===== src/rtl/uart_rx_bytes.sv =====
// uart_rx_bytes: UART receive front end. The line is oversampled by the system clock.
// Frames are 8N1 by default. Defining UART_RX_PARITY_EN switches to 8E1 and adds
// the parity state and parity check.
// Good bytes are queued in a first-word-fall-through FIFO. The FIFO head is
// presented on a valid/ready handshake.
module uart_rx_bytes #(
  parameter int CLKS_PER_BIT = 16,
  parameter int FIFO_DEPTH   = 4
) (
  input  logic                          clk,
  input  logic                          rst,
  input  logic                          rx_serial,
  output logic [7:0]                    data_out,
  output logic                          data_valid,
  input  logic                          data_ready,
  output logic [$clog2(FIFO_DEPTH):0]   fifo_level,
  output logic                          frame_err,
  output logic                          overrun,
  output logic                          parity_err
);

  localparam int CW   = $clog2(CLKS_PER_BIT);
  localparam int AW   = $clog2(FIFO_DEPTH);
  localparam int LW   = AW + 1;
  localparam int HALF = (CLKS_PER_BIT - 1) / 2;

  typedef enum logic [2:0] {
    IDLE,
    START,
    DATA,
`ifdef UART_RX_PARITY_EN
    PARITY,
`endif
    STOP,
    BREAK
  } state_t;

  state_t          state;
  logic            rx_meta, rx_s;
  logic [CW-1:0]   cyc_cnt;
  logic [2:0]      bit_cnt;
  logic [7:0]      shift;
  logic            bit_tick;
  logic            push_req;
  logic            par_bad;

  logic [7:0]      mem [FIFO_DEPTH];
  logic [AW-1:0]   wr_ptr, rd_ptr;
  logic            full, pop, do_push;

  // Two-flop synchronizer on the asynchronous line; idles high so reset never looks like a start.
  always_ff @(posedge clk or posedge rst) begin
    if (rst) begin
      rx_meta <= 1'b1;
      rx_s    <= 1'b1;
    end else begin
      rx_meta <= rx_serial;
      rx_s    <= rx_meta;
    end
  end

  assign bit_tick = (cyc_cnt == CW'(CLKS_PER_BIT - 1));
  // A byte is offered to the FIFO on the stop-sample cycle when the frame is clean.
  assign push_req = (state == STOP) && bit_tick && rx_s && !par_bad;

`ifdef UART_RX_PARITY_EN
  // Receive FSM with the parity state. The error pulses are registered here.
  always_ff @(posedge clk or posedge rst) begin
    if (rst) begin
      state      <= IDLE;
      cyc_cnt    <= '0;
      bit_cnt    <= '0;
      shift      <= '0;
      par_bad    <= 1'b0;
      frame_err  <= 1'b0;
      parity_err <= 1'b0;
    end else begin
      frame_err  <= 1'b0;
      parity_err <= 1'b0;
      case (state)
        IDLE: begin
          cyc_cnt <= '0;
          bit_cnt <= '0;
          par_bad <= 1'b0;
          if (!rx_s) state <= START;
        end
        START: begin
          if (cyc_cnt == CW'(HALF)) begin
            cyc_cnt <= '0;
            state   <= rx_s ? IDLE : DATA;
          end else cyc_cnt <= cyc_cnt + CW'(1);
        end
        DATA: begin
          if (bit_tick) begin
            cyc_cnt <= '0;
            shift   <= {rx_s, shift[7:1]};
            bit_cnt <= bit_cnt + 3'd1;
            if (bit_cnt == 3'd7) state <= PARITY;
          end else cyc_cnt <= cyc_cnt + CW'(1);
        end
        PARITY: begin
          if (bit_tick) begin
            cyc_cnt <= '0;
            par_bad <= (rx_s != ^shift);
            state   <= STOP;
          end else cyc_cnt <= cyc_cnt + CW'(1);
        end
        STOP: begin
          if (bit_tick) begin
            cyc_cnt    <= '0;
            parity_err <= par_bad;
            if (!rx_s) begin
              frame_err <= 1'b1;
              state     <= BREAK;
            end else state <= IDLE;
          end else cyc_cnt <= cyc_cnt + CW'(1);
        end
        BREAK: if (rx_s) state <= IDLE;
        default: state <= IDLE;
      endcase
    end
  end
`else
  assign par_bad    = 1'b0;
  assign parity_err = 1'b0;

  // Receive FSM for 8N1 frames. The frame error pulse is registered here.
  always_ff @(posedge clk or posedge rst) begin
    if (rst) begin
      state     <= IDLE;
      cyc_cnt   <= '0;
      bit_cnt   <= '0;
      shift     <= '0;
      frame_err <= 1'b0;
    end else begin
      frame_err <= 1'b0;
      case (state)
        IDLE: begin
          cyc_cnt <= '0;
          bit_cnt <= '0;
          if (!rx_s) state <= START;
        end
        START: begin
          if (cyc_cnt == CW'(HALF)) begin
            cyc_cnt <= '0;
            state   <= rx_s ? IDLE : DATA;
          end else cyc_cnt <= cyc_cnt + CW'(1);
        end
        DATA: begin
          if (bit_tick) begin
            cyc_cnt <= '0;
            shift   <= {rx_s, shift[7:1]};
            bit_cnt <= bit_cnt + 3'd1;
            if (bit_cnt == 3'd7) state <= STOP;
          end else cyc_cnt <= cyc_cnt + CW'(1);
        end
        STOP: begin
          if (bit_tick) begin
            cyc_cnt <= '0;
            if (!rx_s) begin
              frame_err <= 1'b1;
              state     <= BREAK;
            end else state <= IDLE;
          end else cyc_cnt <= cyc_cnt + CW'(1);
        end
        BREAK: if (rx_s) state <= IDLE;
        default: state <= IDLE;
      endcase
    end
  end
`endif

  assign full       = (fifo_level == LW'(FIFO_DEPTH));
  assign data_valid = (fifo_level != '0);
  assign pop        = data_valid && data_ready;
  // A pop in the same cycle frees the slot, so a full FIFO still accepts the byte.
  assign do_push    = push_req && (!full || pop);
  assign data_out   = mem[rd_ptr];

  // Circular FIFO storage, pointers, occupancy and the overrun pulse.
  always_ff @(posedge clk or posedge rst) begin
    if (rst) begin
      for (int i = 0; i < FIFO_DEPTH; i++) mem[i] <= '0;
      wr_ptr     <= '0;
      rd_ptr     <= '0;
      fifo_level <= '0;
      overrun    <= 1'b0;
    end else begin
      overrun <= push_req && full && !pop;
      if (do_push) begin
        mem[wr_ptr] <= shift;
        wr_ptr      <= wr_ptr + AW'(1);
      end
      if (pop) rd_ptr <= rd_ptr + AW'(1);
      case ({do_push, pop})
        2'b10:   fifo_level <= fifo_level + LW'(1);
        2'b01:   fifo_level <= fifo_level - LW'(1);
        default: fifo_level <= fifo_level;
      endcase
    end
  end

endmodule

===== config.mk =====
export PLATFORM = sky130hd
export DESIGN_NAME = uart_rx_bytes
export DESIGN_NICKNAME = d
export VERILOG_FILES = /design/src/rtl/uart_rx_bytes.sv
export SDC_FILE = /design/constraint.sdc
export NUM_CORES = 1
export LEC_CHECK = 0
export ABC_AREA = 1
export CAP_MARGIN = 20
export CORE_MARGIN = 3
export CORE_UTILIZATION = 30
export CTS_CLUSTER_SIZE = 8
export DETAILED_ROUTE_END_ITERATION = 10
export HOLD_SLACK_MARGIN = 0.08
export MAX_ROUTING_LAYER = met4
export SLEW_MARGIN = 25
export SYNTH_ARGS = -nofsm -noshare
export SYNTH_HDL_FRONTEND = slang
export SYNTH_SLANG_ARGS = --single-unit
export TNS_END_PERCENT = 5

===== constraint.sdc =====
create_clock -name clk -period 2.2 [get_ports clk]
set_input_delay 0.33 -clock clk [delete_from_list [all_inputs] [get_ports clk]]
set_output_delay 0.33 -clock clk [all_outputs]
set_load 0.005 [all_outputs]

[Word-level counts from Yosys, hierarchy flattened]
Index checks and enable logic that the tools add are counted.
Storage, ports and cells
  bits in registers: 61
  input port bits: 4
  word-level logic and storage cells: 85
  output and inout bits: 15
Operators by class
  reduce and logical (&&, ||, !) cells: 19
  multiplexer cells: 24
  bitwise operators: 2
  eq/ne operators: 16
  add/sub/neg operators: 6
  order comparisons: 3
Operators with widths (number)
  bitwise mux 32 bit: 1
  2-to-1 mux 3 bit: 8
  2-to-1 mux 8 bit: 3
  binary-select mux 8 bit (select 2 bit): 1
  demux 8 bit (select 2 bit): 1
  case mux 3 bit (5 select lines): 1
  != test 2 bit, second input constant: 6
  case mux 3 bit (2 select lines): 2
  case mux 4 bit (3 select lines): 1
  equality test 3 bit, second input constant: 3
  2-to-1 mux 4 bit: 2
  logical AND 1 bit: 7
  adder 3 x 1 -> 3 bit, second input constant: 2
  equality test 3 x 2 -> 1 bit, second input constant: 2
  greater-or-equal comparator 3 bit, second input constant: 2
  inverter 2 -> 3 bit: 2
  AND reduction 6 bit: 1
  nonzero test 3 bit: 2
  adder 2 x 1 -> 2 bit, second input constant: 2
  adder 4 x 1 -> 4 bit, second input constant: 1
  equality test 4 x 3 -> 1 bit, second input constant: 1
  equality test 4 bit, second input constant: 1
  AND reduction 2 bit: 2
  nonzero test 2 bit: 2
  11 further kinds: 14

[Logic depth before layout (Yosys ltp)]
  word-level depth: 6
  depth in mapped cells: 11
  mapped depth without buffers: 11

[Least setup slack after synthesis]
No wires, ideal clock.
  path type: reg-to-reg
  start point: register cyc_cnt[0]
  end point: register fifo_level[2]
  path buffers: 0
  required time: 2.069 ns
  clock period less this slack: 2.233 ns
  setup time: 0.131 ns
  arrival time: 2.102 ns
  stages on the path, launching flop included: 12
  setup slack: -0.033 ns
  cells stage by stage: dfrtp_1 ha_1 nand3_4 nor2_8 and2_2 nand2_1 ha_1 inv_1 fa_1 a21oi_1 o21ai_0 xor2_1
Between the ends
  cells in the longest elaborated chain, start to end: 6
  elaborated cells between the ends (all ways): 8
  classes of those cells: 3 x eq/ne; 1 x mux; 4 x reduce/logical
RTL lines
  start, declared: line 40  | logic [CW-1:0] cyc_cnt;
  start signal, assigned: line 147  | end else cyc_cnt <= cyc_cnt + CW'(1);
  start signal, assigned: line 155  | end else cyc_cnt <= cyc_cnt + CW'(1);
  start signal, assigned: line 164  | end else cyc_cnt <= cyc_cnt + CW'(1);
  equality test 4 bit (*): line 62  | assign bit_tick = (cyc_cnt == CW'(CLKS_PER_BIT - 1));
  logical AND 1 bit (*) (2 in a row): line 64  | assign push_req = (state == STOP) && bit_tick && rx_s && !par_bad;
  logical AND 1 bit (*): line 177  | assign do_push = push_req && (!full || pop);
  equality test 2 x 1 -> 1 bit or equality test 2 bit (tied branches): line 195  | case ({do_push, pop})
  case mux 3 bit (2 select lines) or nonzero test 2 bit (tied branches)
  end signal, assigned: line 196  | 2'b10: fifo_level <= fifo_level + LW'(1);
  end signal, assigned: line 197  | 2'b01: fifo_level <= fifo_level - LW'(1);
  end signal, assigned: line 198  | default: fifo_level <= fifo_level;
  end, declared: line 16  | output logic [$clog2(FIFO_DEPTH):0] fifo_level,
Every way passes the cells marked *; elsewhere a longest branch is shown, timed or not.
A chain may end at the register's enable or synchronous reset.

[Worst setup path after layout]
  start point: register rd_ptr[0]
  end point: output data_out[7]
Between the ends
  cells in the longest elaborated chain, start to end: 4
RTL lines
  start, declared: line 48  | logic [AW-1:0] wr_ptr, rd_ptr;
  start signal, assigned: line 194  | if (pop) rd_ptr <= rd_ptr + AW'(1);
  inverter 2 -> 3 bit (implied by the code): line 178  | assign data_out = mem[rd_ptr];
  binary-select mux 8 bit (select 2 bit): line 178
  2-to-1 mux 8 bit (implied by the code) (2 in a row): line 178
  end, declared: line 13  | output logic [7:0] data_out,
Every way passes these cells. The select of a mux whose other input is x is not followed.

==> run summary <==
Startpoint types: register
Slew Limit Fails: 0
FF-to-FF path depth: 11
Crit. End Element: primary output
Flop2flop setup slack: 120 ps
Critical path data arrival time: 1800 ps
Class of the worst hold path: reg -> reg
Worst vdd ir: 0.327 mV
Leak pwr: 1.55 nW
EDFF count, synth: 0
Synthesized flop and latch total: 61
Layout Nets: 353
Critical Path Slowest Stage Cell: clkdlybuf4s50_1
First-pass GRT wire length: 9940 µm
Inserted Clock Buffers: 9
Final core occ: 37.5%
Global placer's final weighted congestion: 0.749
Commonest cells after routing, fill and taps aside: nand2_1 (71), dfrtp_1 (58), o21ai_0 (30)
Post-Synth Simple-Gate Area: 21.1%
End of the critical path: data_out[7]
Antenna violations before repair: 0
Final Critical Period: 2130 ps
Vias: 2,142
Largest net degree at the start of global routing: 62
End of the worst register-to-register path: fifo_level[2]
Post-CTS Setup Bufs: 0
Mean Syn Cell Area: 9.41 µm²
CTS Sinks: 61
WS Path Type: reg -> out
Initial core utilization: 31.2%
Row count: 35
Die area: 10,900 µm²
Commonest non-fill, non-tap cell in the layout: nand2_1
I/O Pins: 19
CP required: 1870 ps
PwrDens: 1060 nW/µm²
Synth Flop Type: dfrtp_1
Yosys warning count: 0
Post-synthesis xor/xnor area fraction: 1.21%
Largest family of logic cells by synthesized area: simple AND/OR/NAND/NOR gates
# setup viols final: 0
Post-synthesis net count: 322
CP max FO: 6
Global Route Usage Sum: 11.6%
Diode count: 0
Number of global-route vias before repair: 2,142
Core area: 9330 µm²
Wire length per cell: 11.7 µm
H-tree depth: 3
RSZ-0062 raised after global routing: true
Clk root buf: clkbuf_8
Syn Inst Count: 309
Die width: 104 µm
I/O Buffers: 17
Die Y: 104 µm
FMAX: 469 MHz
Skew final: 8.34 ps
Crit share post-route: 96.9%
Max cap viols: 0
Critical Path, Cell by Cell: inv_1, buf_4, o21ai_0, o22ai_1, clkdlybuf4s50_1
CTS Buffer Depth: 2
Stages on the worst setup path: 5
Register area share after synthesis: 52.6%
Status: finished clean
# fillers: 944
CTS resizes: 1
Total congestion overflow: 0
Total Wirelength: 5550 µm
Clock tree from TritonCTS: built
Compound-Gate Fraction of Synth Area: 14.6%
Layout cells sized above 1: 16.8%
Residual DRC: 0
Yosys top cell area share: 50.8%
Post-Synth Adder-Cell Area: 4.13%
WP buf/inv: 3
Post-DP HPWL: 3710 µm
First drt pass iteration count: 4
Post-synth ARST share: 100%
Synth unique cells: 30
Worst flop-to-flop path startpoint: cyc_cnt[0]
Top delay family on crit path: buffers and inverters
Yosys top cell by area: dfrtp_1
Synth area leaders: dfrtp_1 (51%), nand2_1 (9.3%), o21ai_0 (5.3%)
Multiplexer share of the synthesized area: 0%
Mapped Area: 2910 µm²
CTS Hold Buffers Added: 0
Worst setup path start: rd_ptr[0]
CTS clock-pin slew for the worst setup and hold paths: 70 ps
Clk_lat worst skew: 330 ps
Hold_ws: 365 ps
Detail Route Antenna Nets: 0
Vias per Instance: 4.52
Final hold vios: 0
Layout area overhead: 20.4%
Drt initial violations: 72
Max incr delay on CP: 550 ps
==> metal layers <==
metal | vias to the layer above | GRT usage (%) | routed length (µm)
met5 | - | - | 0
met3 | 14 | 1.86 | 120
met4 | 0 | 6.46 | 153
met2 | 32 | 19.0 | 2740
li1 | 1074 | - | -
met1 | 1022 | 13.7 | 2540
==> Yosys cell counts, types with 2 or more instances <==
master	count
buf_6	5
dfstp_2	2
o22ai_1	8
clkbuf_1	3
nand3_1	7
inv_2	2
o21ai_0	31
o21ai_1	24
nand4_4	4
nor2_1	28
o21ai_2	8
xor2_1	3
nand2_1	72
dfrtp_1	59
nand3_4	2
a21oi_1	4
nor2_8	2
ha_1	8
inv_1	26
==> cells by family (layout without fill, tap and decap cells) <==
family                     Yosys count  count (layout)
adders and majority gates            9               9
AOI/OAI and AO/OA                   76              76
other                                1               1
xor gates and xnor gates             4               4
buffers and inverters               37              73
and+or+nand+nor                    121             121
DFF                                 61              61
==> final cells by class <==
class / count / area, µm² / area share (%)
clock buffers: 9 / 124 / 3.54
clock inverters: 7 / 90.1 / 2.57
inverters: 28 / 105 / 3.00
multi-input cells: 211 / 1210 / 34.6
flip-flops and latches: 61 / 1530 / 43.7
well taps: 129 / 161 / 4.61
repair buffers: 29 / 277 / 7.90
==> state kept, by name, summed over array words and instances, names as in the netlist <==
| name | count |
|---|---|
| rx_s | 1 |
| rx_meta | 1 |
| wr_ptr | 2 |
| fifo_level | 3 |
| bit_cnt | 3 |
| mem | 32 |
| state | 3 |
| overrun | 1 |
| cyc_cnt | 4 |
| rd_ptr | 2 |
| shift | 8 |
| frame_err | 1 |
==> power breakdown <==
group | leakage, nW | internal [W] | switching (W)
Clock | 0.105 | 0.000631 | 0.000440
Combinational | 0.620 | 0.000595 | 0.000685
Sequential | 0.825 | 0.00123 | 0.000125
Total | 1.55 | 0.00246 | 0.00125
==> worst min path at each step <==
stage | startpoint | end | slack (ps) | cells past startpoint
6_report | rx_meta | rx_s | 370 | 0
5_1_grt | rx_meta | rx_s | 370 | 0
4_1_cts | rx_meta | rx_s | 360 | 0
3_5_place_dp | rx_meta | rx_s | 360 | 0
3_3_place_gp | rx_meta | rx_s | 350 | 0
2_1_floorplan | rx_serial | rx_meta | 330 | 0
==> worst register-to-register path, stage by stage (launching register included) <==
cell,delay [ps]
dfrtp_2,450
ha_4,190
nand3_4,90
nor2_8,30
and2_2,180
nand2_2,70
ha_1,140
inv_1,60
fa_1,380
a21oi_1,140
o21ai_1,80
xor2_1,140
==> metrics by stage <==
step	std cells	TNS (ps)	setup slack (ps)	total power (W)	cell area, µm²
2_1_floorplan	309	0	43.3	0.00209	2910
3_3_place_gp	458	0	53.7	0.00264	3270
3_5_place_dp	458	0	15.3	0.00264	3270
4_1_cts	474	0	23.6	0.00373	3480
5_1_grt	474	-26.3	-17.4	0.00398	3500
6_report	474	0	68.3	0.00371	3500
No activity file was read; power rests on OpenSTA's default activity.
